===== config.mk =====
export PLATFORM = sky130hd
export DESIGN_NAME = player_pos_ctrl
export DESIGN_NICKNAME = d
export VERILOG_FILES = /design/src/rtl/vga_pkg.sv /design/src/rtl/btn_debounce.sv /design/src/rtl/player_pos_ctrl.sv
export SDC_FILE = /design/constraint.sdc
export NUM_CORES = 1
export LEC_CHECK = 0
export ABC_AREA = 1
export CAP_MARGIN = 0
export CORE_MARGIN = 1
export CORE_UTILIZATION = 49
export CTS_CLUSTER_SIZE = 16
export DETAILED_ROUTE_END_ITERATION = 12
export PLACE_DENSITY = 0.66
export SYNTH_ARGS = -nofsm -noshare
export SYNTH_HDL_FRONTEND = slang
export SYNTH_HIERARCHICAL = 1
export SYNTH_SLANG_ARGS = --single-unit

===== constraint.sdc =====
create_clock -name clk_50 -period 2.95 [get_ports clk_50]
set_clock_uncertainty 0.15 [all_clocks]
set_input_delay 0.4425 -clock clk_50 [delete_from_list [all_inputs] [get_ports clk_50]]
set_output_delay 0.4425 -clock clk_50 [all_outputs]
set_load 0.1 [all_outputs]

===== src/rtl/vga_pkg.sv =====
// Shared VGA constants, player-position FSM states and the per-axis move rule.
// Build option: define PLAYER_WRAP_EN to wrap at the screen edges instead of clamping.
package vga_pkg;

  localparam int H_ACTIVE = 640;
  localparam int V_ACTIVE = 480;
  localparam int SPRITE_W = 16;
  localparam int SPRITE_H = 16;

  localparam logic [10:0] XMAX    = 11'(H_ACTIVE - SPRITE_W);
  localparam logic [10:0] YMAX    = 11'(V_ACTIVE - SPRITE_H);
  localparam logic [10:0] START_X = 11'd312;
  localparam logic [10:0] START_Y = 11'd232;
  localparam logic [10:0] STEP    = 11'd2;

  localparam int BTN_UP    = 3;
  localparam int BTN_DOWN  = 2;
  localparam int BTN_LEFT  = 1;
  localparam int BTN_RIGHT = 0;

  typedef enum logic [1:0] {IDLE, CALC, COMMIT} pos_state_t;

  // One axis: inc/dec held together cancel; 11-bit math never overflows.
  function automatic logic [10:0] step_axis(input logic [10:0] pos, input logic inc,
                                            input logic dec, input logic [10:0] max_pos);
    logic [10:0] r;
    r = pos;
    if (inc && !dec) begin
      if (pos + STEP > max_pos)
`ifdef PLAYER_WRAP_EN
        r = pos + STEP - (max_pos + 11'd1);
`else
        r = max_pos;
`endif
      else
        r = pos + STEP;
    end else if (dec && !inc) begin
      if (pos < STEP)
`ifdef PLAYER_WRAP_EN
        r = pos + (max_pos + 11'd1) - STEP;
`else
        r = 11'd0;
`endif
      else
        r = pos - STEP;
    end
    return r;
  endfunction

endpackage


===== src/rtl/btn_debounce.sv =====
// One push-button: 2-flop synchroniser plus a counter that accepts a level
// change only after DEB_CYCLES consecutive cycles of the new level.
module btn_debounce #(
  parameter int DEB_CYCLES = 1_000_000
) (
  input  logic clk_50,
  input  logic n_reset,
  input  logic btn_n,
  output logic held
);

  localparam int CW = (DEB_CYCLES > 1) ? $clog2(DEB_CYCLES) : 1;
  localparam logic [CW-1:0] TERM = CW'(DEB_CYCLES - 1);

  logic          sync1_q, sync2_q;
  logic          held_q, held_d;
  logic [CW-1:0] cnt_q, cnt_d;

  // NOTE: every output of an always_comb gets a default first, so no path can infer a latch.
  always_comb begin
    held_d = held_q;
    cnt_d  = cnt_q;
    if (~sync2_q == held_q) begin
      cnt_d = '0;
    end else if (cnt_q == TERM) begin
      held_d = ~held_q;
      cnt_d  = '0;
    end else begin
      cnt_d = cnt_q + CW'(1);
    end
  end

  // NOTE: sequential state uses non-blocking assignments so all flops update together at the edge.
  always_ff @(posedge clk_50 or negedge n_reset) begin
    if (!n_reset) begin
      sync1_q <= 1'b1;
      sync2_q <= 1'b1;
      held_q  <= 1'b0;
      cnt_q   <= '0;
    end else begin
      sync1_q <= btn_n;
      sync2_q <= sync1_q;
      held_q  <= held_d;
      cnt_q   <= cnt_d;
    end
  end

  assign held = held_q;

endmodule


===== src/rtl/player_pos_ctrl.sv =====
// Debounced buttons move the sprite by STEP pixels once per frame (v_sync falling edge).
// Build option: PLAYER_WRAP_EN selects edge wrap instead of clamping.
module player_pos_ctrl
  import vga_pkg::*;
#(
  parameter int DEB_CYCLES = 1_000_000
) (
  input  logic       clk_50,
  input  logic       n_reset,
  input  logic       v_sync,
  input  logic [3:0] btn_n,
  output logic [9:0] player_x,
  output logic [8:0] player_y,
  output logic       frame_tick,
  output logic [3:0] btn_held
);

  for (genvar i = 0; i < 4; i++) begin : g_btn
    btn_debounce #(.DEB_CYCLES(DEB_CYCLES)) u_deb (
      .clk_50  (clk_50),
      .n_reset (n_reset),
      .btn_n   (btn_n[i]),
      .held    (btn_held[i])
    );
  end

  logic       vs_s1_q, vs_s2_q, vs_prev_q;
  logic       frame_tick_q, frame_tick_d;
  pos_state_t state_q, state_d;
  logic [3:0] btn_q, btn_d;
  logic [9:0] next_x_q, next_x_d, player_x_q, player_x_d;
  logic [8:0] next_y_q, next_y_d, player_y_q, player_y_d;

  always_comb begin
    frame_tick_d = vs_prev_q & ~vs_s2_q;
    state_d      = state_q;
    btn_d        = btn_q;
    next_x_d     = next_x_q;
    next_y_d     = next_y_q;
    player_x_d   = player_x_q;
    player_y_d   = player_y_q;
    case (state_q)
      IDLE: begin
        if (frame_tick_q) begin
          btn_d   = btn_held;
          state_d = CALC;
        end
      end
      CALC: begin
        next_x_d = 10'(step_axis({1'b0, player_x_q}, btn_q[BTN_RIGHT], btn_q[BTN_LEFT], XMAX));
        next_y_d = 9'(step_axis({2'b00, player_y_q}, btn_q[BTN_DOWN], btn_q[BTN_UP], YMAX));
        state_d  = COMMIT;
      end
      COMMIT: begin
        // Both axes load on one edge so the renderer never sees a half-update.
        player_x_d = next_x_q;
        player_y_d = next_y_q;
        state_d    = IDLE;
      end
      default: state_d = IDLE;
    endcase
  end

  always_ff @(posedge clk_50 or negedge n_reset) begin
    if (!n_reset) begin
      vs_s1_q      <= 1'b1;
      vs_s2_q      <= 1'b1;
      vs_prev_q    <= 1'b1;
      frame_tick_q <= 1'b0;
      state_q      <= IDLE;
      btn_q        <= '0;
      next_x_q     <= START_X[9:0];
      next_y_q     <= START_Y[8:0];
      player_x_q   <= START_X[9:0];
      player_y_q   <= START_Y[8:0];
    end else begin
      vs_s1_q      <= v_sync;
      vs_s2_q      <= vs_s1_q;
      vs_prev_q    <= vs_s2_q;
      frame_tick_q <= frame_tick_d;
      state_q      <= state_d;
      btn_q        <= btn_d;
      next_x_q     <= next_x_d;
      next_y_q     <= next_y_d;
      player_x_q   <= player_x_d;
      player_y_q   <= player_y_d;
    end
  end

  assign player_x   = player_x_q;
  assign player_y   = player_y_q;
  assign frame_tick = frame_tick_q;

endmodule

==> results.py <==
metrics = {
    "final_layout": {
        "utilization_pct": 57.4,
        "nets": 1117,
        "diodes": 0,
        "instances_no_fill": 1331,
        "stdcell_area_mm2": 0.00918,
        "syn_to_final_growth_pct": 13.8,
        "drive_above_1_share_pct": 18.9,
    },
    "global_route": {
        "grt_pass1_vias": 6259,
        "track_usage_pct": 22.4,
        "grt_pass1_wl_um": 29700,
        "globalRouteOverflowTotal": 0,
        "antenna_found_initial": 0,
        "grt_max_degree": 64,
    },
    "die": {
        "boundaryPins": 31,
        "die-height_um": 130,
        "core-area_mm2": 0.0160,
        "row_count": 46,
        "chipWidth_um": 130,
        "start_util_pct": 50.4,
        "die_area_mm2": 0.0170,
    },
    "logic_synthesis": {
        "ys_warn_count": 6,
        "syn_area_mm2": 0.00807,
        "synth_top_area_cell": "dfrtp_1",
        "syn-instance-count": 1059,
        "seq_area_frac_synth_pct": 43.8,
        "synth_nets": 1074,
        "avgSynthCellArea_um2": 7.62,
        "ys_types": 34,
        "synthTopCellsByArea": "dfrtp_1, nor2_1, nand2_1",
        "ys_seq_elements": 140,
        "yosysTopAreaCellShare_pct": 35.0,
    },
    "power_and_ir_drop": {
        "ir_worst_vdd_mv": 0.664,
        "power_density_mw_per_mm2": 739,
        "fin_total_pwr_mw": 6.79,
        "total_leakage_power_nw": 4.01,
    },
    "clock_network": {
        "cts_buffer_depth": 2,
        "clk_pin_slew_ns": 0.06,
        "cts.sink_count": 140,
        "clk_latency_ns": 0.42,
        "tritoncts": "yes",
        "cts_buffers": 17,
        "cts_root_buffer": "clkbuf_16",
        "htree_levels": 4,
        "ctsResizeCount": 0,
    },
    "setup_path": {
        "slowest_delay_ns": 0.48,
        "cp_slowest_cell": "dfrtp_1",
        "path_cells": "inv_2 -> ha_1 -> nor3_1 -> nand2_1 -> a21oi_1 -> nand3_1 -> nand2_2 -> nand3_1 -> a21oi_1",
        "cp_max_fo": 7,
        "critPathLaunchType": "register",
        "worstSetupEndpointType": "register",
        "path_class": "reg2reg",
        "critPathArrivalTime_ns": 2.25,
        "critPathRequiredTime_ns": 3.14,
    },
    "placed_design": {
        "gp_congestion": 0.920,
        "dp_hpwl_um": 12600,
        "place_inst": 1298,
        "portBuffers": 30,
        "placed_cell_area_mm2": 0.00857,
    },
    "sta": {
        "finalHoldViolCount": 0,
        "finalSetupTns_ns": 0,
        "setup_viol": 0,
        "fmax_ghz": 0.485,
        "drv_slew": 0,
        "relSlewSlack_pct": 60.6,
        "period_share_pct": 69.9,
        "worst_pin_slew_ns": 0.591,
        "rsz0062_at_grt": "no",
        "fin_crit_ns": 2.06,
    },
    "drt": {
        "viasPerCell": 5.10,
        "first_pass_iters": 6,
        "wl_um": 17600,
        "route.detailed.drc": 0,
        "drtIter0Drc": 543,
        "num_vias": 6789,
        "ant_nets": 0,
        "wire_per_inst_um": 13.2,
    },
    "min_path": {
        "hold_class": "reg2reg",
    },
    "flow_run": {
        "maxCapViolCount": 0,
    },
    "run_status": {
        "status": "completed",
    },
}
## cells by family after synthesis
group | Yosys count | share of synthesized area, %
adders and majority gates | 8 | 1.24
DFF | 140 | 43.8
xor gates and xnor gates | 44 | 5.15
buffers and inverters | 116 | 5.61
AOI/OAI and AO/OA | 94 | 6.08
and+or+nand+nor | 657 | 38.1
## worst max-delay path, delay by kind of cell, from the launching register on
family	cells	cell delay, ns
adder cells (fa/ha/maj)	1	0.32
AND/OR/NAND/NOR	5	0.63
AO/OA/AOI/OAI	2	0.27
buffers and inverters	1	0.12
flip-flops	1	0.48
## state kept, by name, indices dropped and copies added (netlist names)
signal / count
next_y_q: 9
g_btn.u_deb/held: 4
state_q: 2
frame_tick: 1
g_btn.u_deb/sync2_q: 4
player_y: 9
vs_prev_q: 1
vs_s1_q: 1
btn_q: 4
g_btn.u_deb/sync1_q: 4
next_x_q: 10
g_btn.u_deb/cnt_q: 80
player_x: 10
vs_s2_q: 1
## cells in the final DEF (no fill, tap or decap), types with 17 or more instances in the layout
cell type,netlist,layout
clkbuf_16,0,17
nor2_1,217,217
nand4_1,23,23
o21ai_0,32,32
nand2_1,207,207
a21oi_1,45,45
nand3_1,78,78
xor2_1,32,32
dfstp_2,27,27
dfrtp_1,113,113
nor2_2,39,39
nand2_2,39,39
buf_4,0,28
inv_1,93,93
## routing by layer
layer / wire length (um) / track usage [%] / vias up / part of all wire [%]
met5: 0 / 0 / - / 0
met4: 181 / 5.95 / 0 / 1.0
met1: 8490 / 29.9 / 3145 / 48
li1: - / - / 3466 / -
met2: 8210 / 36.9 / 162 / 47
met3: 709 / 4.76 / 16 / 4.0
## final timing paths
path,startpoint,slack (ns),to,cells past startpoint
setup / recovery,player_x[1],0.89,next_x_q[8],9
hold / removal,g_btn[2].u_deb/sync1_q,0.20,g_btn[2].u_deb/sync2_q,0
setup reg to reg,player_x[1],0.89,next_x_q[8],9
hold reg to reg,g_btn[2].u_deb/sync1_q,0.20,g_btn[2].u_deb/sync2_q,0
max in group asynchronous,n_reset,1.46,g_btn[3].u_deb/sync1_q,3
min in group asynchronous,n_reset,0.43,g_btn[1].u_deb/cnt_q[17],2
## cell usage after synthesis, drive strengths merged
cell type	n
a21oi	47
a22oi	3
a31oi	2
buf	3
clkbuf	9
clkinv	1
dfrtp	113
dfstp	27
ha	8
inv	103
nand2	246
nand3	87
nand3b	5
nand4	23
nor2	268
nor3	16
nor3b	8
o211ai	1
o21ai	41
or2	4
xnor2	12
xor2	32
## cell type report
| class | instances | area [um2] |
|---|---|---|
| clock buffers | 22 | 464 |
| clock inverters | 10 | 140 |
| fillers | 1479 | 6820 |
| inverters | 104 | 390 |
| multi-input cells | 803 | 4080 |
| flip-flops and latches | 140 | 3540 |
| well taps | 216 | 270 |
| repair buffers | 36 | 302 |
## timing repair
action,CTS,global route
buffers inserted,0,0
endpoints found under the hold margin,48,0
hold buffers,1,0
## power by group
group / switching [mW] / total (mW) / internal, mW
registers: 0.273 / 2.49 / 2.22
logic: 1.60 / 2.11 / 0.514
clock network: 0.812 / 2.19 / 1.37
total: 2.68 / 6.79 / 4.11
## through the flow
stage | worst slack (ns) | hold slack (ns)
2_1_floorplan | 0.470 | -0.00309
3_3_place_gp | 1.00 | 0.196
3_5_place_dp | 0.913 | 0.197
4_1_cts | 0.883 | 0.205
5_1_grt | 0.729 | 0.209
6_report | 0.889 | 0.205
Power figures use the tool's default switching activity.
